## config.mk

```make
export PLATFORM = sky130hd
export DESIGN_NAME = pulse_mux_sched
export DESIGN_NICKNAME = d
export VERILOG_FILES = /design/src/rtl/pulse_mux_sched_pkg.sv /design/src/rtl/pulse_mux_sched_rr_arb.sv /design/src/rtl/pulse_mux_sched.sv
export SDC_FILE = /design/constraint.sdc
export NUM_CORES = 1
export LEC_CHECK = 0
export ABC_AREA = 1
export CAP_MARGIN = 10
export CORE_MARGIN = 1
export CORE_UTILIZATION = 60
export CTS_CLUSTER_SIZE = 40
export DETAILED_ROUTE_END_ITERATION = 6
export HOLD_SLACK_MARGIN = 0.08
export MAX_ROUTING_LAYER = met4
export PLACE_DENSITY = 0.92
export REMOVE_ABC_BUFFERS = 1
export SKIP_CTS_REPAIR_TIMING = 1
export SLEW_MARGIN = 20
export SYNTH_ARGS = -nofsm -noshare
export SYNTH_HDL_FRONTEND = slang
export SYNTH_SLANG_ARGS = --single-unit
export TNS_END_PERCENT = 50
```

## constraint.sdc

```tcl
create_clock -name clk -period 6.8 [get_ports clk]
set_input_delay 1.02 -clock clk [delete_from_list [all_inputs] [get_ports clk]]
set_output_delay 1.02 -clock clk [all_outputs]
set_load 0.05 [all_outputs]
```

## src/rtl/pulse_mux_sched_pkg.sv

```systemverilog
// pulse_mux_pkg
// Shared definitions for the pulse_mux_sched block: scheduler FSM state
// type, default parameter values and the gap counter width.
// No ports (package only).
package pulse_mux_pkg;

  localparam int NREQ_DEFAULT  = 4;
  localparam int CNT_W_DEFAULT = 3;
  localparam int GAP_DEFAULT   = 4;

  // GAP may be as large as 255, so the gap counter is always 8 bits wide.
  localparam int GAP_W = 8;

  typedef enum logic {
    IDLE = 1'b0,
    HOLD = 1'b1
  } state_t;

endpackage

```

## src/rtl/pulse_mux_sched_rr_arb.sv

```systemverilog
// rr_arb
// Purely combinational round-robin picker. The search begins one index
// past the last grant and wraps from NREQ-1 back to 0.
// Ports:
//   req       - one bit per requester with work pending
//   last      - index granted most recently
//   grant     - index of the chosen requester (0 when nothing is pending)
//   grant_vld - high when some requester was chosen
module rr_arb #(
  parameter int NREQ = 4
) (
  input  logic [NREQ-1:0]         req,
  input  logic [$clog2(NREQ)-1:0] last,
  output logic [$clog2(NREQ)-1:0] grant,
  output logic                    grant_vld
);

  localparam int IDW = $clog2(NREQ);

  logic [IDW-1:0] idx;

  // Walk the requesters starting just after the last grant. The first one
  // with work pending wins. A full lap (k = NREQ) revisits 'last' itself,
  // so a lone requester can win again and again.
  always_comb begin
    grant     = '0;
    grant_vld = 1'b0;
    idx       = '0;
    for (int k = 1; k <= NREQ; k++) begin
      idx = IDW'((int'(last) + k) % NREQ);
      if (!grant_vld && req[idx]) begin
        grant_vld = 1'b1;
        grant     = idx;
      end
    end
  end

endmodule

```

## src/rtl/pulse_mux_sched.sv

```systemverilog
// pulse_mux_sched
// Lets several requesters share one pulse-sync channel. Each requester has
// a saturating pending counter. A round-robin scheduler sends out one
// registered pulse at a time, and pulses are spaced at least GAP clocks
// apart so the downstream toggle synchronizer is never overrun.
// Ports:
//   clk       - single clock, rising edge
//   rstn      - asynchronous active-low reset
//   req_pulse - single-cycle event pulses, one per requester
//   out_pulse - registered single-cycle issue pulse
//   out_id    - requester index of the latest issue, held until the next
//   busy      - any counter nonzero or scheduler in HOLD
//   ovf       - sticky per-requester overflow flags
//   clr_ovf   - synchronous clear of all ovf bits
// Configuration macro: PULSE_MUX_SCHED_OVF_EN enables overflow tracking.
// When the macro is undefined, ovf reads 0 and clr_ovf is ignored.
module pulse_mux_sched
  import pulse_mux_pkg::*;
#(
  parameter int NREQ  = NREQ_DEFAULT,
  parameter int CNT_W = CNT_W_DEFAULT,
  parameter int GAP   = GAP_DEFAULT
) (
  input  logic                    clk,
  input  logic                    rstn,
  input  logic [NREQ-1:0]         req_pulse,
  output logic                    out_pulse,
  output logic [$clog2(NREQ)-1:0] out_id,
  output logic                    busy,
  output logic [NREQ-1:0]         ovf,
  input  logic                    clr_ovf
);

  localparam int                IDW      = $clog2(NREQ);
  localparam logic [CNT_W-1:0]  CNT_MAX  = '1;
  localparam logic [GAP_W-1:0]  GAP_LOAD = GAP_W'(GAP);

  logic [CNT_W-1:0] cnt [NREQ];
  logic [NREQ-1:0]  pend;
  logic [NREQ-1:0]  dec;
  logic [NREQ-1:0]  drop;
  state_t           state, state_nxt;
  logic [GAP_W-1:0] gap_cnt, gap_nxt;
  logic [IDW-1:0]   last_ptr;
  logic [IDW-1:0]   win;
  logic             win_vld;
  logic             issue;

  // A requester has work pending while its counter is nonzero. 'dec' marks
  // the counter being served this cycle. 'drop' marks a request that hits a
  // full counter and is not offset by a same-cycle issue.
  always_comb begin
    pend = '0;
    dec  = '0;
    drop = '0;
    for (int i = 0; i < NREQ; i++) begin
      pend[i] = (cnt[i] != '0);
      dec[i]  = issue && (win == IDW'(i));
      drop[i] = req_pulse[i] && !dec[i] && (cnt[i] == CNT_MAX);
    end
  end

  rr_arb #(.NREQ(NREQ)) u_rr_arb (
    .req       (pend),
    .last      (last_ptr),
    .grant     (win),
    .grant_vld (win_vld)
  );

  // Scheduler: IDLE issues as soon as something is pending. HOLD counts the
  // gap down and, on its final cycle, either issues again back-to-back or
  // falls back to IDLE. Issuing at gap==1 gives exactly GAP cycles between
  // pulses.
  always_comb begin
    state_nxt = state;
    gap_nxt   = gap_cnt;
    issue     = 1'b0;
    case (state)
      IDLE: begin
        gap_nxt = '0;
        if (win_vld) begin
          issue     = 1'b1;
          state_nxt = HOLD;
          gap_nxt   = GAP_LOAD;
        end
      end
      HOLD: begin
        if (gap_cnt <= GAP_W'(1)) begin
          if (win_vld) begin
            issue   = 1'b1;
            gap_nxt = GAP_LOAD;
          end else begin
            state_nxt = IDLE;
            gap_nxt   = '0;
          end
        end else begin
          gap_nxt = gap_cnt - GAP_W'(1);
        end
      end
      default: begin
        state_nxt = IDLE;
        gap_nxt   = '0;
      end
    endcase
  end

  // State, gap timer, the issue pulse and the round-robin pointer. The
  // pointer resets to NREQ-1 so that requester 0 is searched first.
  always_ff @(posedge clk or negedge rstn) begin
    if (!rstn) begin
      state     <= IDLE;
      gap_cnt   <= '0;
      out_pulse <= 1'b0;
      out_id    <= '0;
      last_ptr  <= IDW'(NREQ - 1);
    end else begin
      state     <= state_nxt;
      gap_cnt   <= gap_nxt;
      out_pulse <= issue;
      if (issue) begin
        out_id   <= win;
        last_ptr <= win;
      end
    end
  end

  // Pending counters. An arrival and a service in the same cycle cancel
  // out. An arrival at a full counter is dropped.
  always_ff @(posedge clk or negedge rstn) begin
    if (!rstn) begin
      for (int i = 0; i < NREQ; i++) cnt[i] <= '0;
    end else begin
      for (int i = 0; i < NREQ; i++) begin
        if (req_pulse[i] && !dec[i]) begin
          if (cnt[i] != CNT_MAX) cnt[i] <= cnt[i] + 1'b1;
        end else if (!req_pulse[i] && dec[i]) begin
          cnt[i] <= cnt[i] - 1'b1;
        end
      end
    end
  end

  assign busy = (|pend) || (state == HOLD);

`ifdef PULSE_MUX_SCHED_OVF_EN
  logic [NREQ-1:0] ovf_q;

  // Sticky overflow flags. OR-ing in new drops after the clear means a drop
  // in the same cycle as clr_ovf keeps its flag set.
  always_ff @(posedge clk or negedge rstn) begin
    if (!rstn) begin
      ovf_q <= '0;
    end else begin
      ovf_q <= (clr_ovf ? '0 : ovf_q) | drop;
    end
  end

  assign ovf = ovf_q;
`else
  logic unused_ovf_inputs;

  assign unused_ovf_inputs = clr_ovf | (|drop);
  assign ovf               = '0;
`endif

endmodule

```

# Word-level counts from Yosys, hierarchy flattened
# Index checks and enable logic that the tools add are counted.
[op_classes]
add_sub_neg = 13
multipliers = 0
div = 0
order_cmp = 5
eq_ne = 11
shifts = 0
n_mux = 36
bitwise = 1
reduce_logical = 41
[op_table]
columns = ["operator", "count"]
rows = [
  ["$mux 3", 13],
  ["$pmux 8 s2", 1],
  ["$logic_and 1x1->1", 15],
  ["$add 3x1->3 const B", 4],
  ["$lt 2x3->1 const B", 4],
  ["$ne 3x3->1 const B", 4],
  ["$reduce_bool 3->1", 4],
  ["$sub 3x1->3 const B", 4],
  ["$logic_not 1->1", 11],
  ["$mux 1", 11],
  ["$bmux 1 s2", 4],
  ["$le 8x1->1 const B", 1],
  ["$mux 2", 4],
  ["$mux 8", 1],
  ["$ne 2x1->1 const B", 4],
  ["$reduce_and 2->1", 4],
  ["$reduce_bool 2->1", 4],
  ["$sub 8x1->8 const B", 1],
  ["$add 2x1->2 const B", 2],
  ["$add 2x2->2 const B", 2],
  ["$eq 2x2->1 const B", 2],
  ["$pmux 1 s2", 2],
  ["$reduce_or 4->1", 1],
  ["$eq 2x1->1 const B", 1],
  ["3 further kinds", 3],
]
[word_totals]
regBits = 26
latch_bits = 0
ram_bits = 0
romBits = 0
input_bits = 7
out_inout_bits = 8
wordCells = 116
memories = 0

# Depth between registers and ports, before layout
# Gate-level depths: netlist of the first run.
[logic_depth]
ltp_word = 21
ltp_mapped = 18

# Cells and area by module
# Synthesis of the first run repeated with hierarchy kept, for this count alone.
[unflattened]
cells_unflattened = 242
area_unflattened_um2 = 1819.2
[by_module_without_submodules]
columns = ["module", "instances", "cells_per_inst", "area_each_um2"]
rows = [
  ["pulse_mux_sched", 1, 190, 1547.7],
  ["rr_arb", 1, 52, 271.5],
]

# Worst setup path after synthesis of the first run
# Ideal clock, no wire load.
[synth_path]
path_kind = "reg-to-output"
startpoint = "reg cnt[10] (netlist bit)"
endpoint = "out busy"
t_arrival_ps = 1429
required_time_ps = 5780
setup_slack_ps = 4351
stages_incl_launch_ff = 6
path_buffers = 0
path_cell_list = "dfrtp_1 nor2_2 nand2_1 nor4_1 nand4_1 or2_2"
[synth_between]
elab_chain_len = 3
[synth_lines]
columns = ["item", "line", "source"]
rows = [
  ["start: declaration", "pulse_mux_sched.sv:38", "logic [CNT_W-1:0] cnt [NREQ];"],
  ["start signal: indexed assignment", "pulse_mux_sched.sv:137", "cnt[i] <= cnt[i] - 1'b1;"],
  ["$reduce_bool 3->1", "pulse_mux_sched.sv:57", "pend[i] = (cnt[i] != '0);"],
  ["$reduce_or 4->1", "pulse_mux_sched.sv:143", "assign busy = (|pend) || (state == HOLD);"],
  ["$logic_or 1x1->1", "pulse_mux_sched.sv:143", ""],
  ["end: declaration", "pulse_mux_sched.sv:29", "output logic busy,"],
]
# No other way between the ends.

# Worst setup path after layout of the first run
# Ends and elaborated chain as after synthesis.

==> results of run 1 <==
-- sequential cells by signal (all words and copies together) (netlist names) --
name	flops
out_id	2
out_pulse	1
cnt	12
gap_cnt	8
last_ptr	2
state	1
-- synthesized netlist by cell type --
cell	instances
sky130_fd_sc_hd__buf_6	1
sky130_fd_sc_hd__dfrtp_1	24
sky130_fd_sc_hd__o31ai_4	1
sky130_fd_sc_hd__dfstp_2	2
sky130_fd_sc_hd__xor2_1	7
sky130_fd_sc_hd__nor2_2	7
sky130_fd_sc_hd__a31oi_1	1
sky130_fd_sc_hd__o21ai_2	1
sky130_fd_sc_hd__or2_4	1
sky130_fd_sc_hd__nor2_1	11
sky130_fd_sc_hd__nor3_1	2
sky130_fd_sc_hd__inv_2	1
sky130_fd_sc_hd__inv_8	1
sky130_fd_sc_hd__nor4_1	1
sky130_fd_sc_hd__a21oi_1	2
sky130_fd_sc_hd__nand2_4	3
sky130_fd_sc_hd__clkinv_4	1
sky130_fd_sc_hd__nand4_2	1
sky130_fd_sc_hd__inv_1	16
sky130_fd_sc_hd__nand4_1	7
sky130_fd_sc_hd__buf_4	4
sky130_fd_sc_hd__ha_1	2
sky130_fd_sc_hd__nand2_2	9
sky130_fd_sc_hd__xnor2_1	1
sky130_fd_sc_hd__conb_1	1
sky130_fd_sc_hd__nand3_1	25
sky130_fd_sc_hd__fa_1	4
sky130_fd_sc_hd__nand2_1	56
sky130_fd_sc_hd__o21ai_0	4
sky130_fd_sc_hd__or2_2	1
sky130_fd_sc_hd__nand3b_1	6
sky130_fd_sc_hd__nor3b_1	1
sky130_fd_sc_hd__nand3_4	1
sky130_fd_sc_hd__nand3_2	9
sky130_fd_sc_hd__nor2_4	4
-- per-layer routing --
metal,GRT usage [%],vias to the layer above,share of wire (%)
met5,-,-,0
met4,14.6,0,3.0
met3,2.95,7,3.2
met2,34.5,32,44
met1,32.9,678,50
li1,-,734,-
-- power by group --
group	switching (mW)	internal, mW	leakage [nW]
Clock	0.0511	0.0598	0.0279
Sequential	0.0959	0.233	0.309
Combinational	0.349	0.190	0.596
Total	0.496	0.483	0.932
-- worst reg2reg max path, cell delays in order, from the launching register on --
cell and delay [ps]:
sky130_fd_sc_hd__dfstp_2 760, sky130_fd_sc_hd__nand3_1 210, sky130_fd_sc_hd__nand3_1 150, sky130_fd_sc_hd__nand2_1 90, sky130_fd_sc_hd__nand3_1 90, sky130_fd_sc_hd__nand2_1 60, sky130_fd_sc_hd__nor2_2 180, sky130_fd_sc_hd__nand2_4 120
sky130_fd_sc_hd__nand2_1 120, sky130_fd_sc_hd__nand2_1 90, sky130_fd_sc_hd__fa_1 380, sky130_fd_sc_hd__nand3b_1 200, sky130_fd_sc_hd__nand4_1 110, sky130_fd_sc_hd__nand2_1 50
-- kinds of logic after synthesis --
kind of cell	after synthesis	share of synthesized area, %
and+or+nand+nor	145	44.0
DFF	26	35.8
buffers and inverters	24	6.85
AOI/OAI and AO/OA	9	3.63
xor gates and xnor gates	8	3.84
adders and majority gates	6	5.75
other	1	0.205
-- area by class of cell --
class	instances	area (µm²)	share of cell area, %
clock inverter	1	30.0	1.51
multi-input combinational	172	1060	53.4
clock buffer	3	22.5	1.13
sequential	26	653	32.9
tap	31	38.8	1.95
inverter	19	83.8	4.22
timing repair buffer	10	97.6	4.91
-- metrics by stage --
stage	hold slack [ps]	worst slack, ps	utilization, %
after floorplan	432	4350	-
after global placement	451	3640	68.3
after detailed placement	458	3600	68.3
after CTS	477	3180	70.2
after global routing	521	3070	70.2
final	479	3200	70.2
-- final timing paths --
path / slack (ps) / cells after the start / to
min in group asynchronous: 1020 / 2 / cnt[5]
worst min register to register: 480 / 1 / gap_cnt[0]
max in group asynchronous: 5490 / 2 / last_ptr[0]
worst min-delay path: 480 / 1 / gap_cnt[0]
worst max register to register: 4110 / 13 / cnt[2]
worst max-delay path: 3200 / 6 / busy
==> qor.yml, run 1 <==
crit_start: "cnt[10]"
pin_count: 15
gr-total-overflow: 0
timing.final.max_slew_violations: 0
post_drt_via_cell_ratio: 5.54
yosysTopAreaCell: "sky130_fd_sc_hd__dfrtp_1"
std_cell_rows: 19
vias: 1451
yosysWarningCount: 0
cts_htree_levels: 1
fin_total_pwr_mw: 0.980
syn-instance-count: 219
synth.lib_cells_used.distinct: 35
holdCritStartpoint: "gap_cnt[0]"
critical-path-slowest-cell: "sky130_fd_sc_hd__clkdlybuf4s50_1"
cts-root-buf: "sky130_fd_sc_hd__clkbuf_4"
vias_in_the_first_global_route: 1375
grt_setup_unrepaired: "false"
power.density_nw_per_um2: 493
fmaxAchievable_mhz: 278
finalSetupViolations: 0
antenna_cells: 0
max-clock-path-buffers: 2
timing.critical_path.required_ps: 5780
postRouteAntennaNets: 0
cp_max_fo: 4
failed_checks: "DRC"
worst_slew_margin_rel_pct: 65.4
num-fill-cells: 217
drtIter0Drc: 55
synth_top_area_share_pct: 32.9
antenna_found_initial: 0
non_filler_cells_final: 262
r2r-start: "last_ptr[0]"
drt_wl_total_um: 3270
drc: 2
die-height_um: 57.2
min_period_over_period_pct: 53.0
floorplan.die_area_um2: 3270
hold_class: "flip-flop to flip-flop"
width_of_the_die_um: 57.2
crit_path_max_cell_delay_ps: 700
post_route_cells_drive_above_1_share_pct: 20.8
cts_tree: "built"
cp_cell_sequence: "nor2_2 -> nand2_1 -> nor4_1 -> nand4_1 -> or2_2 -> clkdlybuf4s50_1"
worst_skew_pair_later_pin_latency_ps: 350
syn-cell-area_um2: 1830
firstDrtPassIters: 6
synth.yosys.seq_area_share_pct: 35.8
avgRoutedWirePerCell_um: 12.5
synth.ff_latch_count: 26
worst_path_dominant_cell_family: "simple AND/OR/NAND/NOR gates"
area_contributors_post_synth: "sky130_fd_sc_hd__dfrtp_1 33%, sky130_fd_sc_hd__nand2_1 12%, sky130_fd_sc_hd__nand3_1 6.8%"
run_status: "finished, violations left"
max_cap_violations: 0
final_net_count: 245
place.port_buffers: 9
final_total_negative_setup_slack_ps: 0
routabilityCongestion: 0.903
timing.clock.skew_ps: 9.35
synthesis.area_per_instance_um2: 8.34
numCtsBuffers: 3
core_region_area_um2: 2830
cellLeakagePower_nw: 0.932
timing.critical_path.to_type: "primary output"
period_needed_ps: 3600
syn_to_final_growth_pct: 8.70
clk_pin_slew_ps: 150
placed_area_um2: 1930
cp_data_arrival_time_ps: 2580
dp_hpwl_um: 2450
timing.setup.critical_path_class: "flip-flop to primary output"
dp.cells: 258
grt_total_usage_pct: 24.1
mostFrequentLayoutCells: "56 x sky130_fd_sc_hd__nand2_1, 25 x sky130_fd_sc_hd__nand3_1, 24 x sky130_fd_sc_hd__dfrtp_1"
max-vdd-ir-drop_mv: 0.212
grt_pass1_wl_um: 5870
starting_density_of_the_core_pct: 64.6
buf_inv_stages_crit_path: 1
cts_num_sinks: 26
final-hold-violation-count: 0
mostFrequentLayoutCell: "sky130_fd_sc_hd__nand2_1"
design_area_um2: 1990
critical_path.startpoint_type: "flip-flop"
grt_max_degree: 27
worst-slew-pin-transition_ps: 518
Power figures use the tool's default switching activity.
==> inputs of run 2 (changes only) <==
--- a/config.mk
+++ b/config.mk
@@ -8,12 +8,12 @@
 export ABC_AREA = 1
 export CAP_MARGIN = 10
 export CORE_MARGIN = 1
-export CORE_UTILIZATION = 60
+export CORE_UTILIZATION = 58
 export CTS_CLUSTER_SIZE = 40
 export DETAILED_ROUTE_END_ITERATION = 6
 export HOLD_SLACK_MARGIN = 0.08
 export MAX_ROUTING_LAYER = met4
-export PLACE_DENSITY = 0.92
+export PLACE_DENSITY = 0.9
 export REMOVE_ABC_BUFFERS = 1
 export SKIP_CTS_REPAIR_TIMING = 1
 export SLEW_MARGIN = 20
==> constraint.sdc (replaced) <==
create_clock -name clk -period 3.63 [get_ports clk]
set_input_delay 0.5445 -clock clk [delete_from_list [all_inputs] [get_ports clk]]
set_output_delay 0.5445 -clock clk [all_outputs]
set_load 0.05 [all_outputs]
==> run 2 against run 1 <==
Clock power grew 84%. The run now ends clean. Via count grew 1.8%. Power grew 87%. First-iteration DRC count grew 24%. Core utilization shrank 4.2 points. Largest cell class unchanged. Critical path depth is the same.
==> qor.yml, run 2 (same netlist as run 1, synthesis figures left out) <==
cp_max_fo: 4  # unchanged
floorplan.die_area_um2: 3380  # +3.3%
cts_htree_levels: 1  # unchanged
mostFrequentLayoutCells: "56 x sky130_fd_sc_hd__nand2_1, 25 x sky130_fd_sc_hd__nand3_1, 24 x sky130_fd_sc_hd__dfrtp_1"
net_switching_power_mw: 0.928  # +87%
max-clock-path-buffers: 2  # unchanged
critical_path.startpoint_type: "flip-flop"
postRouteAntennaNets: 0  # unchanged
cp_data_arrival_time_ps: 2570  # about the same
final_net_count: 245  # unchanged
run_status: "finished, final reports clean"
final_core_util_pct: 66.0  # -4.2 points
worst_slew_margin_rel_pct: 62.9  # -2.6 points
cell_internal_pwr_mw: 0.906  # +87%
gr-total-overflow: 0  # unchanged
grt_max_degree: 26  # -3.7%
timing.clock.skew_ps: 8.17  # -1.18 ps
max_cap_violations: 0  # unchanged
firstDrtPassIters: 4  # -2
worst_skew_pair_later_pin_latency_ps: 340  # about the same
power.switching_fraction_pct: 50.6  # -0.053 points
drt_wl_total_um: 3350  # +2.4%
max-vdd-ir-drop_mv: 0.437  # +110%
place.port_buffers: 9  # unchanged
cellLeakagePower_nw: 0.932  # about the same
clk_pin_slew_ps: 150  # about the same
final-hold-violation-count: 0  # unchanged
timing.critical_path.to_type: "primary output"
reg.largest.list: "cnt: 12 flops, gap_cnt: 8 flops"
dp_hpwl_um: 2580  # +5.4%
std_cell_rows: 20  # +1
core_region_area_um2: 3030  # +7.0%
die-height_um: 58.1  # +1.7%
routabilityCongestion: 0.952  # +5.5%
worst_path_dominant_cell_family: "simple AND/OR/NAND/NOR gates"
min_period_over_period_pct: 85.7
cp_cell_sequence: "nor2_2 -> nand2_1 -> nor4_1 -> nand4_1 -> or2_2 -> clkdlybuf4s50_1"
fmaxAchievable_mhz: 321
post_drt_via_cell_ratio: 5.37  # -3.0%
cts_num_sinks: 26  # unchanged
grt_pass1_wl_um: 5690  # -3.2%
drc: 0  # -2
largest_register_ffs: 12  # unchanged
antenna_found_initial: 0  # unchanged
cts-root-buf: "sky130_fd_sc_hd__clkbuf_4"
regMostFlops: "cnt"
starting_density_of_the_core_pct: 60.3  # -4.2 points
clock_power_share_pct: 11.1  # -0.2 points
timing.final.max_slew_violations: 0  # unchanged
avgRoutedWirePerCell_um: 12.2  # -2.5%
finalSetupViolations: 0  # unchanged
grt_setup_unrepaired: "false"
power.share.sequential_pct: 33.5  # about the same
antenna_cells: 0  # unchanged
hold_class: "input pin to asynchronous set/reset pin"
pin_count: 15  # unchanged
syn_to_final_growth_pct: 9.32
crit_path_max_cell_delay_ps: 700  # about the same
drtIter0Drc: 68  # +24%
mostFrequentLayoutCell: "sky130_fd_sc_hd__nand2_1"
worst-slew-pin-transition_ps: 557  # +38.4 ps
grt_total_usage_pct: 22.8  # -1.3 points
vias_in_the_first_global_route: 1302  # -5.3%
width_of_the_die_um: 58.1  # +1.7%
final_total_negative_setup_slack_ps: 0  # unchanged
timing.critical_path.required_ps: 3090  # -2690 ps
numCtsBuffers: 3  # unchanged
buf_inv_stages_crit_path: 1  # unchanged
period_needed_ps: 3110
hold_slack_ps: 166  # -312 ps
power.density_nw_per_um2: 918  # +86%
timing.setup.critical_path_class: "flip-flop to primary output"
critical-path-slowest-cell: "sky130_fd_sc_hd__clkdlybuf4s50_1"
comb_power_share_pct: 55.3  # +0.2 points
cts_tree: "built"
post_route_cells_drive_above_1_share_pct: 21.2  # +0.43 points
vias: 1477  # +1.8%
[run 2: cell types whose count changed in the layout (fill, tap and decap cells not counted)]
| cell | delta |
|---|---|
| sky130_fd_sc_hd__buf_2 | +1 |
| sky130_fd_sc_hd__clkdlybuf4s50_1 | -1 |
[run 2: final cells by class]
| cell class | instances | area, µm² |
|---|---|---|
| repair buffers | 10 | 92.6 |
| inverters | 19 | 83.8 |
| well taps | 44 | 55.1 |
| flip-flops and latches | 26 | 653 |
| fillers | 255 | 1030 |
| clock buffers | 3 | 22.5 |
| multi-input cells | 172 | 1060 |
| clock inverters | 1 | 30.0 |
[run 2: per-layer routing]
layer	vias up	share of wire (%)	global-route usage, %
li1	736	-	-
met4	0	3.6	12.2
met1	693	45	29.5
met5	-	0	-
met2	35	48	35.1
met3	13	3.4	2.68
[run 2: worst paths after layout]
| kind | start | slack (ps) | cells past startpoint | endpoint |
|---|---|---|---|---|
| min in group clk | gap_cnt[0] | 470 | 1 | gap_cnt[0] |
| max in group asynchronous | rstn | 2910 | 2 | last_ptr[0] |
| min reg2reg | gap_cnt[0] | 470 | 1 | gap_cnt[0] |
| max reg2reg | last_ptr[0] | 940 | 13 | cnt[2] |
| min | rstn | 170 | 1 | gap_cnt[5] |
| max | cnt[10] | 520 | 6 | busy |
[run 2: stage by stage]
stage | setup slack, ps | instances | power, mW | cell area (µm²)
after floorplan | 1240 | 217 | 1.41 | 1800
after global placement | 920 | 271 | 1.58 | 1950
after detailed placement | 845 | 271 | 1.62 | 1950
after CTS | 535 | 275 | 1.84 | 2000
after global routing | 420 | 275 | 1.99 | 2000
final | 518 | 275 | 1.83 | 2000
[run 2: power by group through the flow]
stage               combinational [mW]  sequential (mW)  clock (mW)
global placement                 0.961            0.614           0
finish                            1.02            0.615       0.204
global route                      1.13            0.637       0.216
floorplan                        0.782            0.629           0
CTS                               1.02            0.613       0.204
detailed placement                1.00            0.619           0
==> inputs of run 3 (changes only) <==
--- a/config.mk
+++ b/config.mk
@@ -6,14 +6,13 @@
 export NUM_CORES = 1
 export LEC_CHECK = 0
 export ABC_AREA = 1
-export CAP_MARGIN = 10
+export CAP_MARGIN = 25
 export CORE_MARGIN = 1
 export CORE_UTILIZATION = 58
 export CTS_CLUSTER_SIZE = 40
 export DETAILED_ROUTE_END_ITERATION = 6
 export HOLD_SLACK_MARGIN = 0.08
-export MAX_ROUTING_LAYER = met4
-export PLACE_DENSITY = 0.9
+export PLACE_DENSITY = 0.91
 export REMOVE_ABC_BUFFERS = 1
 export SKIP_CTS_REPAIR_TIMING = 1
 export SLEW_MARGIN = 20
==> run 3 against run 2 <==
The flow now finishes with violations (DRC). Power shrank 0.22%. Critical path depth is the same. Combinational power is essentially flat. Die area is the same. Via count grew 0.20%. Critical endpoint unchanged.
==> qor.yml, run 3 (same netlist as run 1, synthesis figures left out) <==
max_cap_violations: 0  # unchanged
cts_num_sinks: 26  # unchanged
mostFrequentLayoutCell: "sky130_fd_sc_hd__nand2_1"
num-fill-cells: 244  # -4.3%
detail_route.wirelength.met1_um: 1580  # +4.8%
firstDrtPassIters: 6  # +2
post_route_cells_drive_above_1_share_pct: 20.8  # -0.43 points
vias_in_the_first_global_route: 1413  # +8.5%
place_ws_ps: 847  # +2.01 ps
cts_tree: "built"
cp_data_arrival_time_ps: 2620  # +50 ps
core_region_area_um2: 3030  # unchanged
mostFrequentLayoutCells: "56 x sky130_fd_sc_hd__nand2_1, 25 x sky130_fd_sc_hd__nand3_1, 24 x sky130_fd_sc_hd__dfrtp_1"
cell_internal_pwr_mw: 0.904  # -0.25%
syn_to_final_growth_pct: 9.59
critical-path-slowest-cell: "sky130_fd_sc_hd__clkdlybuf4s50_1"
cp_max_fo: 4  # unchanged
net_switching_power_mw: 0.926  # -0.20%
timing.clock.skew_ps: 6.85  # -1.32 ps
timing.final.max_slew_violations: 0  # unchanged
pin_count: 15  # unchanged
sequential_cell_area_um2: 653  # unchanged
grt_pass1_wl_um: 6110  # +7.5%
avgRoutedWirePerCell_um: 12.5  # +2.3%
starting_density_of_the_core_pct: 60.3  # unchanged
timing.critical_path.required_ps: 3090  # about the same
drc: 1  # +1
die-height_um: 58.1  # unchanged
worst_slack_ps: 466  # -51.8 ps
power.density_nw_per_um2: 914  # -0.47%
cp_cell_sequence: "nor2_2 -> nand2_1 -> nor4_1 -> nand4_1 -> or2_2 -> clkdlybuf4s50_1"
period_needed_ps: 3160  # +51.8 ps
failed_checks: "DRC"
vias: 1480  # +0.20%
power.switching_fraction_pct: 50.6  # about the same
met2_routed_length_um: 1710  # +6.6%
multi_input_area_um2: 1060  # unchanged
regMostFlops: "cnt"
design_area_um2: 2000  # +0.25%
grt_max_degree: 27  # +3.8%
comb_power_share_pct: 55.4  # about the same
routabilityCongestion: 0.930  # -2.3%
drt_wl_total_um: 3430  # +2.3%
max-clock-path-buffers: 2  # unchanged
power.share.sequential_pct: 33.7  # +0.2 points
grt_setup_unrepaired: "false"
r2r_cells: 13  # unchanged
holdCritStartpoint: "gap_cnt[0]"
width_of_the_die_um: 58.1  # unchanged
setup.reg_to_reg.worst_slack_ps: 920  # -20 ps
timing.setup.critical_path_class: "flip-flop to primary output"
whs_endpoint: "gap_cnt[0]"
cellLeakagePower_nw: 0.932  # about the same
largest_register_ffs: 12  # unchanged
worst_slew_margin_rel_pct: 66.0  # +3.2 points
top_layer_used: "met4"
cts_htree_levels: 1  # unchanged
finalSetupViolations: 0  # unchanged
endpoint_of_the_most_critical_register_to_register_path: "cnt[11]"
grt_total_usage_pct: 23.6  # +0.77 points
final-hold-violation-count: 0  # unchanged
dp_hpwl_um: 2630  # +2.2%
max-vdd-ir-drop_mv: 0.361  # -17%
antenna_found_initial: 0  # unchanged
final_net_count: 245  # unchanged
timing.critical_path.to_type: "primary output"
critical_path.startpoint_type: "flip-flop"
crit_path_max_cell_delay_ps: 700  # about the same
worst_hold_path.num_cells: 1
clk_pin_slew_ps: 150  # about the same
drtIter0Drc: 74  # +8.8%
min_period_over_period_pct: 87.2  # +1.4 points
final_total_negative_setup_slack_ps: 0  # unchanged
postRouteAntennaNets: 0  # unchanged
antenna_cells: 0  # unchanged
placed_area_um2: 1950  # unchanged
met3_length_um: 80  # -30%
std_cell_rows: 20  # unchanged
r2r-start: "cnt[10]"
run_status: "finished, violations left"
clock_power_share_pct: 10.9  # -0.2 points
floorplan.die_area_um2: 3380  # unchanged
worst_skew_pair_later_pin_latency_ps: 320  # -20 ps
fmaxAchievable_mhz: 316  # -1.6%
hold_class: "flip-flop to flip-flop"
reg.largest.list: "cnt: 12 flops, gap_cnt: 8 flops"
gr-total-overflow: 0  # unchanged
cts-root-buf: "sky130_fd_sc_hd__clkbuf_4"
worst-slew-pin-transition_ps: 510  # -47.3 ps
place.port_buffers: 9  # unchanged
fin_total_pwr_mw: 1.83  # -0.22%
numCtsBuffers: 3  # unchanged
post_drt_via_cell_ratio: 5.38  # +0.20%
## run 3: through the flow
| step | hold slack, ps | util, % | std cells |
|---|---|---|---|
| 6_report | 469 | 66.1 | 275 |
| 5_1_grt | 491 | 66.1 | 275 |
| 4_1_cts | 472 | 66.1 | 275 |
| 3_5_place_dp | 453 | 64.4 | 271 |
| 3_3_place_gp | 451 | 64.4 | 271 |
| 2_1_floorplan | 249 | - | 217 |
## run 3: layout make-up
| type | instances | share of cell area [%] |
|---|---|---|
| multi-input cells | 172 | 52.9 |
| well taps | 44 | 2.75 |
| clock inverters | 1 | 1.50 |
| clock buffers | 3 | 1.13 |
| flip-flops and latches | 26 | 32.6 |
| repair buffers | 10 | 4.87 |
| inverters | 19 | 4.19 |
## run 3: worst max-delay path by stage
stage	cells after the start	end	start	slack (ps)
after floorplan	13	cnt[2]	last_ptr[0]	1240
after global placement	6	busy	cnt[10]	890
after detailed placement	6	busy	cnt[10]	850
after CTS	6	busy	cnt[10]	470
after global routing	6	busy	cnt[10]	390
final	6	busy	cnt[10]	470
## run 3: routing by layer
metal / global-route usage, % / vias up
li1: - / 741
met1: 31.9 / 706
met2: 39.4 / 29
met3: 2.01 / 4
met4: 9.18 / 0
met5: 0 / -
## run 3: power by group through the flow
stage / clock network [mW] / logic [mW] / registers, mW
6_report: 0.200 / 1.01 / 0.616
5_1_grt: 0.213 / 1.16 / 0.637
4_1_cts: 0.202 / 1.01 / 0.613
3_3_place_gp: 0 / 0.963 / 0.614
3_5_place_dp: 0 / 1.01 / 0.619
2_1_floorplan: 0 / 0.782 / 0.629
## run 3: worst max-delay path, delay by kind of cell, from the launching register on
kind / cells / cell delay, ps
buffers and inverters: 1 / 700
DFF: 1 / 470
and+or+nand+nor: 5 / 1130
==> edit 1: new RTL, config.mk and constraints of run 2 <==
`CNT_W_DEFAULT`: 3 -> 6.
--- a/src/rtl/pulse_mux_sched_pkg.sv
+++ b/src/rtl/pulse_mux_sched_pkg.sv
@@ -5,7 +5,7 @@
 package pulse_mux_pkg;
 
   localparam int NREQ_DEFAULT  = 4;
-  localparam int CNT_W_DEFAULT = 3;
+  localparam int CNT_W_DEFAULT = 6;
   localparam int GAP_DEFAULT   = 4;
 
   // GAP may be as large as 255, so the gap counter is always 8 bits wide.
Check against the original RTL: same outputs for any inputs over 10 cycles, from zero or initial values and one cycle with rstn low; that may be too few to reach the edited logic, so the function may still have changed.
==> edit 1 against run 2 <==
- via count increased by 56%
- area after synthesis is 49% higher
- combinational power is 54% higher
- clock skew decreased by 0.0044 ns
- critical path depth rose by 13
- core utilization is 1.7 points higher
- setup slack got worse by 0.26 ns
- power increased by 58%
- maximum frequency is 7.6% lower
- final area rose by 51%
- sequential cell count up 12
- wire length up 54%
- critical endpoint is now cnt[23]
- highest routed layer unchanged
==> edit 1: results (changes against run 2) <==
[run_status] result of the run completed
[clock_network] worst-skew pair later-pin latency 0.29 ns [-0.05 ns]
[final_layout] share of post-route cells with drive strength above 1 10.6% [-11 points]
[sta] Final Skew 0.00375 ns [-0.00442 ns]
[detailed_routing] Via-to-Cell Ratio 5.60 [+4.3%]
[critical_path] CP max stage cell dfstp_2
[detailed_routing] initial drt markers 108 [+59%]
[yosys] most area-consuming cells after synthesis dfrtp_1 33%, nand2_1 11%, ha_1 8.3%, nand3_1 6.4%, a21oi_1 4.6%
[final_layout] number of flip-flops under the largest register name 24 [+12]
[critical_path] arrival time at the worst endpoint 3.56 ns [+0.99 ns]
[final_layout] number of nets in the finished design 387 [+58%]
[sta] final hold slack 0.346 ns [+0.180 ns]
[clock_network] clock-pin slew reported for the worst setup and hold paths after clock tree synthesis 0.08 ns [-0.07 ns]
[place] final RePlAce weighted congestion 0.881 [-7.5%]
[grt] via count of the first global-routing pass 2153 [+65%]
[sta] Worst slew margin 44.1% [-19 points]
[final_layout] largest registers cnt x24, gap_cnt x8
[grt] Total Routing Usage GR 23.7% [+0.87 points]
[clock_network] clock tree buffer depth 2 [unchanged]
[clock_network] number of CTS-inserted buffers 5 [+2]
[final_layout] number of inserted filler cells in the final layout 357 [+40%]
[critical_path] Critical Path Source last_ptr[0]
[critical_path] register-to-register path setup slack 0.26 ns [-0.68 ns]
[detailed_routing] average detailed-routed wire length per instance 12.6 um [+3.0%]
[yosys] post-synth cell types 31 [-11%]
[grt] wire length of the first global-routing pass 9110 um [+60%]
[clock_network] root buffer cell clkbuf_8
[yosys] most numerous cell types in the synthesized netlist 81 x nand2_1, 36 x dfrtp_1, 35 x nand3_1
[pwr] P_leak 1.50 nW [+61%]
[pwr] Max VDD drop 0.000481 V [+10%]
[clock_network] CTS H-Tree Depth 2 [+1]
[yosys] sequential element share of the synthesized area 35.0% [-0.77 points]
[grt] maximum number of pins on one net before global-route repair 39 [+50%]
[critical_path] maximum single-stage delay on the critical path 0.62 ns [-0.08 ns]
[critical_path] peak fanout along the critical path 8 [+4]
edit 1: cell count changes in the layout (fill, tap and decap cells not counted), moves of 5 or more:
cell | before | now
xnor2_1 | 1 | 9
dfrtp_1 | 24 | 36
clkbuf_8 | 0 | 6
nor2_1 | 11 | 31
ha_1 | 2 | 17
o21ai_1 | 0 | 5
inv_1 | 16 | 28
nand3_1 | 25 | 35
xor2_1 | 7 | 12
nand2_1 | 56 | 81
a21oi_1 | 2 | 25
edit 1: cells by family after synthesis:
kind of cell | Yosys count | synth area share (%)
buf+inv | 36 | 5.79
simple gates | 188 | 33.4
xor+xnor | 22 | 7.35
other cells | 1 | 0.138
compound gates | 37 | 7.12
flops | 38 | 35.0
fa+ha+maj | 22 | 11.2
edit 1: worst paths after layout:
path	to	cells past startpoint
setup / recovery	cnt[23]	19
hold / removal	gap_cnt[4]	1
setup reg to reg	cnt[23]	19
hold reg to reg	gap_cnt[0]	1
max in group asynchronous	cnt[17]	1
min in group clk	gap_cnt[0]	1
edit 1: power by group:
| group | switching, mW | internal (mW) |
|---|---|---|
| registers | 0.236 | 0.644 |
| clock network | 0.156 | 0.293 |
| logic | 0.952 | 0.618 |
edit 1: per-stage QoR:
| stage | area (um^2) | setup slack (ns) | power [mW] | utilization (%) | instances |
|---|---|---|---|---|---|
| final | 3010 | 0.261 | 2.90 | 67.7 | 411 |
| after global routing | 3010 | 0.00465 | 3.17 | 67.7 | 411 |
| after CTS | 2990 | 0.329 | 2.88 | 67.2 | 411 |
| after detailed placement | 2850 | 0.357 | 2.41 | 64.0 | 403 |
| after global placement | 2850 | 0.456 | 2.33 | 64.0 | 403 |
| after floorplan | 2700 | 0.736 | 2.09 | - | 342 |
edit 1: cell type report:
class	count	area [um^2]	share of cell area (%)
Clock buffer	6	82.6	2.75
Clock inverter	2	60.1	2.00
Inverter	31	116	3.87
Multi-Input combinational cell	273	1650	54.7
Sequential cell	38	953	31.7
Tap cell	52	65.1	2.16
Timing Repair Buffer	9	85.1	2.83
edit 1: routing by layer:
layer	routed length, um	GRT usage (%)
met1	2330	30.2
met2	2500	38.3
met3	234	4.13
met4	99	8.44
met5	0	-
edit 1: worst register-to-register path, stage by stage, from the launching register on:
cell and delay [ns]:
dfstp_2 0.62, inv_2 0.11, nand2_1 0.12, nand2_1 0.10, nand2_1 0.09, a21boi_0 0.19, nand2_1 0.11, nor2_4 0.21
nand3_1 0.18, nand2_1 0.24, ha_1 0.33, a21oi_1 0.17, nand2_1 0.11, a21oi_1 0.14, inv_1 0.05, a21oi_1 0.16
nand3b_1 0.13, nand2_1 0.07, nand3_1 0.07, nand2_1 0.06
==> edit 2: new RTL, settings of run 2 <==
Made on the original files. Add an input register stage for `req_pulse`, without a reset; this delays it by one clock. The other inputs are not delayed to match. Comments in the files are not updated.
--- a/src/rtl/pulse_mux_sched.sv
+++ b/src/rtl/pulse_mux_sched.sv
@@ -35,6 +35,12 @@
   localparam logic [CNT_W-1:0]  CNT_MAX  = '1;
   localparam logic [GAP_W-1:0]  GAP_LOAD = GAP_W'(GAP);
 
+  logic [NREQ-1:0] req_pulse_q;
+
+  always_ff @(posedge clk) begin
+    req_pulse_q <= req_pulse;
+  end
+
   logic [CNT_W-1:0] cnt [NREQ];
   logic [NREQ-1:0]  pend;
   logic [NREQ-1:0]  dec;
@@ -56,7 +62,7 @@
     for (int i = 0; i < NREQ; i++) begin
       pend[i] = (cnt[i] != '0);
       dec[i]  = issue && (win == IDW'(i));
-      drop[i] = req_pulse[i] && !dec[i] && (cnt[i] == CNT_MAX);
+      drop[i] = req_pulse_q[i] && !dec[i] && (cnt[i] == CNT_MAX);
     end
   end
 
@@ -131,9 +137,9 @@
       for (int i = 0; i < NREQ; i++) cnt[i] <= '0;
     end else begin
       for (int i = 0; i < NREQ; i++) begin
-        if (req_pulse[i] && !dec[i]) begin
+        if (req_pulse_q[i] && !dec[i]) begin
           if (cnt[i] != CNT_MAX) cnt[i] <= cnt[i] + 1'b1;
-        end else if (!req_pulse[i] && dec[i]) begin
+        end else if (!req_pulse_q[i] && dec[i]) begin
           cnt[i] <= cnt[i] - 1'b1;
         end
       end
Function: changed (a bounded check fails within 4 cycles, from zero or initial values and one cycle with rstn low).
==> edit 2 against run 2 <==
- setup slack worse by 0.044 ns
- wire length is 8.2% higher
- first-iteration DRC count is 4.4% lower
- combinational power is 9.8% higher
- power is 9.5% higher
- final area is 12% higher
- critical path type unchanged
- sequential cell count is 4 higher
- largest cell class unchanged
- critical path depth stayed put
- synthesized cell count is 9.1% higher
- cell count is 9.5% higher
- global-route usage is 1.7 points higher
- highest routed layer unchanged
- area after synthesis is 12% higher
==> edit 2: results (changes against run 2) <==
[run_status] result of the run completed
[clock_network] CTS H-Tree Depth 2 [+1]
[grt] via count of the first global-routing pass 1513 [+16%]
[detailed_routing] detailed-route via count 1588 [+7.5%]
[place] final RePlAce weighted congestion 0.826 [-13%]
[final_layout] share of post-route cells with drive strength above 1 25.5% [+4.3 points]
[yosys] share of synthesized registers carrying an async set or reset 86.7% [-13 points]
[pwr] P_leak 1.07 nW [+14%]
[sta] Final Skew 0.00780 ns [-0.000365 ns]
[detailed_routing] average detailed-routed wire length per instance 12.0 um [-1.2%]
[clock_network] number of CTS-inserted buffers 5 [+2]
[grt] maximum number of pins on one net before global-route repair 27 [+3.8%]
[grt] Total Routing Usage GR 24.5% [+1.7 points]
[clock_network] clock-pin slew reported for the worst setup and hold paths after clock tree synthesis 0.09 ns [-0.06 ns]
[grt] antenna violations before repair 0 [unchanged]
[final_layout] largest registers cnt x12, gap_cnt x8, req_pulse_q x4
[yosys] share of the synthesized area in compound gates (AO/OA/AOI/OAI) 3.25% [-0.38 points]
[pwr] Max VDD drop 0.000518 V [+19%]
[final_layout] number of inserted filler cells in the final layout 292 [+15%]
[yosys] sequential element share of the synthesized area 35.9% [+0.13 points]
[final_layout] Inserted Diodes 0 [unchanged]
[yosys] Post-Synth XOR/XNOR Area 3.80% [-0.039 points]
[detailed_routing] initial drt markers 65 [-4.4%]
[worst_hold_path] path class of the lowest-slack min-delay path flip-flop to flip-flop
[yosys] most area-consuming cells after synthesis dfrtp_1 29%, nand2_1 9.6%, nand3_1 6.4%, nand3_2 5.9%, inv_1 4.6%
[critical_path] maximum single-stage delay on the critical path 0.70 ns [about the same]
[place] Post-DP HPWL 2750 um [+6.5%]
[final_layout] number of nets in the finished design 267 [+9.0%]
[yosys] post-synth cell types 37 [+5.7%]
[yosys] adder-cell area share of the yosys netlist 5.14% [-0.61 points]
[grt] wire length of the first global-routing pass 6270 um [+10%]
[detailed_routing] count of TritonRoute iterations in the first routing pass 6 [+2]
[pwr] switching power 1.04 mW [+12%]
[yosys] most numerous cell types in the synthesized netlist 52 x nand2_1, 26 x nand3_1, 25 x inv_1
==> edit 2: cell types whose count changed after synthesis, sizes merged, moves of 3 or more <==
| cell | before | now |
|---|---|---|
| dfxtp | 0 | 4 |
| inv | 18 | 29 |
| nand2 | 68 | 71 |
| nand3 | 35 | 40 |
| nand3b | 6 | 2 |
| nor2 | 22 | 25 |
==> edit 2: logic make-up (layout without fill, tap and decap cells) <==
family          Yosys count  count (layout)
simple gates            151             151
other cells               1               4
buf+inv                  34              47
xor+xnor                  8               8
flops                    30              30
compound gates            9               9
fa+ha+maj                 6               6
==> edit 2: final timing paths <==
| check | start | slack [ns] | cells after the start | end |
|---|---|---|---|---|
| worst min-delay path | gap_cnt[0] | 0.46 | 1 | gap_cnt[0] |
| min in group asynchronous | rstn | 0.57 | 2 | cnt[2] |
| worst max register to register | last_ptr[0] | 0.95 | 18 | cnt[8] |
| worst min register to register | gap_cnt[0] | 0.46 | 1 | gap_cnt[0] |
| max in group asynchronous | rstn | 2.76 | 2 | last_ptr[0] |
| worst max-delay path | cnt[3] | 0.47 | 6 | busy |
==> edit 2: per-stage QoR <==
step | area, um^2 | setup slack, ns | utilization (%) | std cells | total power [mW]
CTS | 2230 | 0.476 | 66.3 | 301 | 2.01
floorplan | 2010 | 1.27 | - | 237 | 1.57
finish | 2230 | 0.474 | 66.3 | 301 | 2.01
detailed placement | 2170 | 0.850 | 64.5 | 293 | 1.79
global placement | 2170 | 0.892 | 64.5 | 293 | 1.75
global route | 2230 | 0.336 | 66.3 | 301 | 2.19
==> edit 2: per-layer routing <==
layer | GRT usage, % | up-vias | part of all wire, %
met1 | 27.2 | 754 | 43
met4 | 7.94 | 0 | 2.4
met3 | 7.98 | 11 | 4.2
met5 | - | - | 0
met2 | 41.6 | 29 | 51
li1 | - | 794 | -
==> edit 2: layout make-up <==
class / instances / area share (%)
Clock buffer: 7 / 2.47
Timing Repair Buffer: 10 / 4.38
Clock inverter: 1 / 0.225
Multi-Input combinational cell: 178 / 52.1
Sequential cell: 30 / 32.9
Inverter: 29 / 5.33
Tap cell: 46 / 2.58
==> edit 2: power groups by stage <==
stage                     sequential (mW)  combinational, mW  clock, mW
after global placement              0.672               1.07          0
final                               0.673               1.12      0.210
after global routing                0.703               1.26      0.227
after detailed placement            0.677               1.11          0
after CTS                           0.672               1.13      0.213
after floorplan                     0.690              0.882          0
==> edit 2: worst max-delay path, delay by kind of cell, from the launching register on <==
family / cells / cell delay [ns]
flops: 1 / 0.47
buf+inv: 1 / 0.70
simple gates: 5 / 1.11
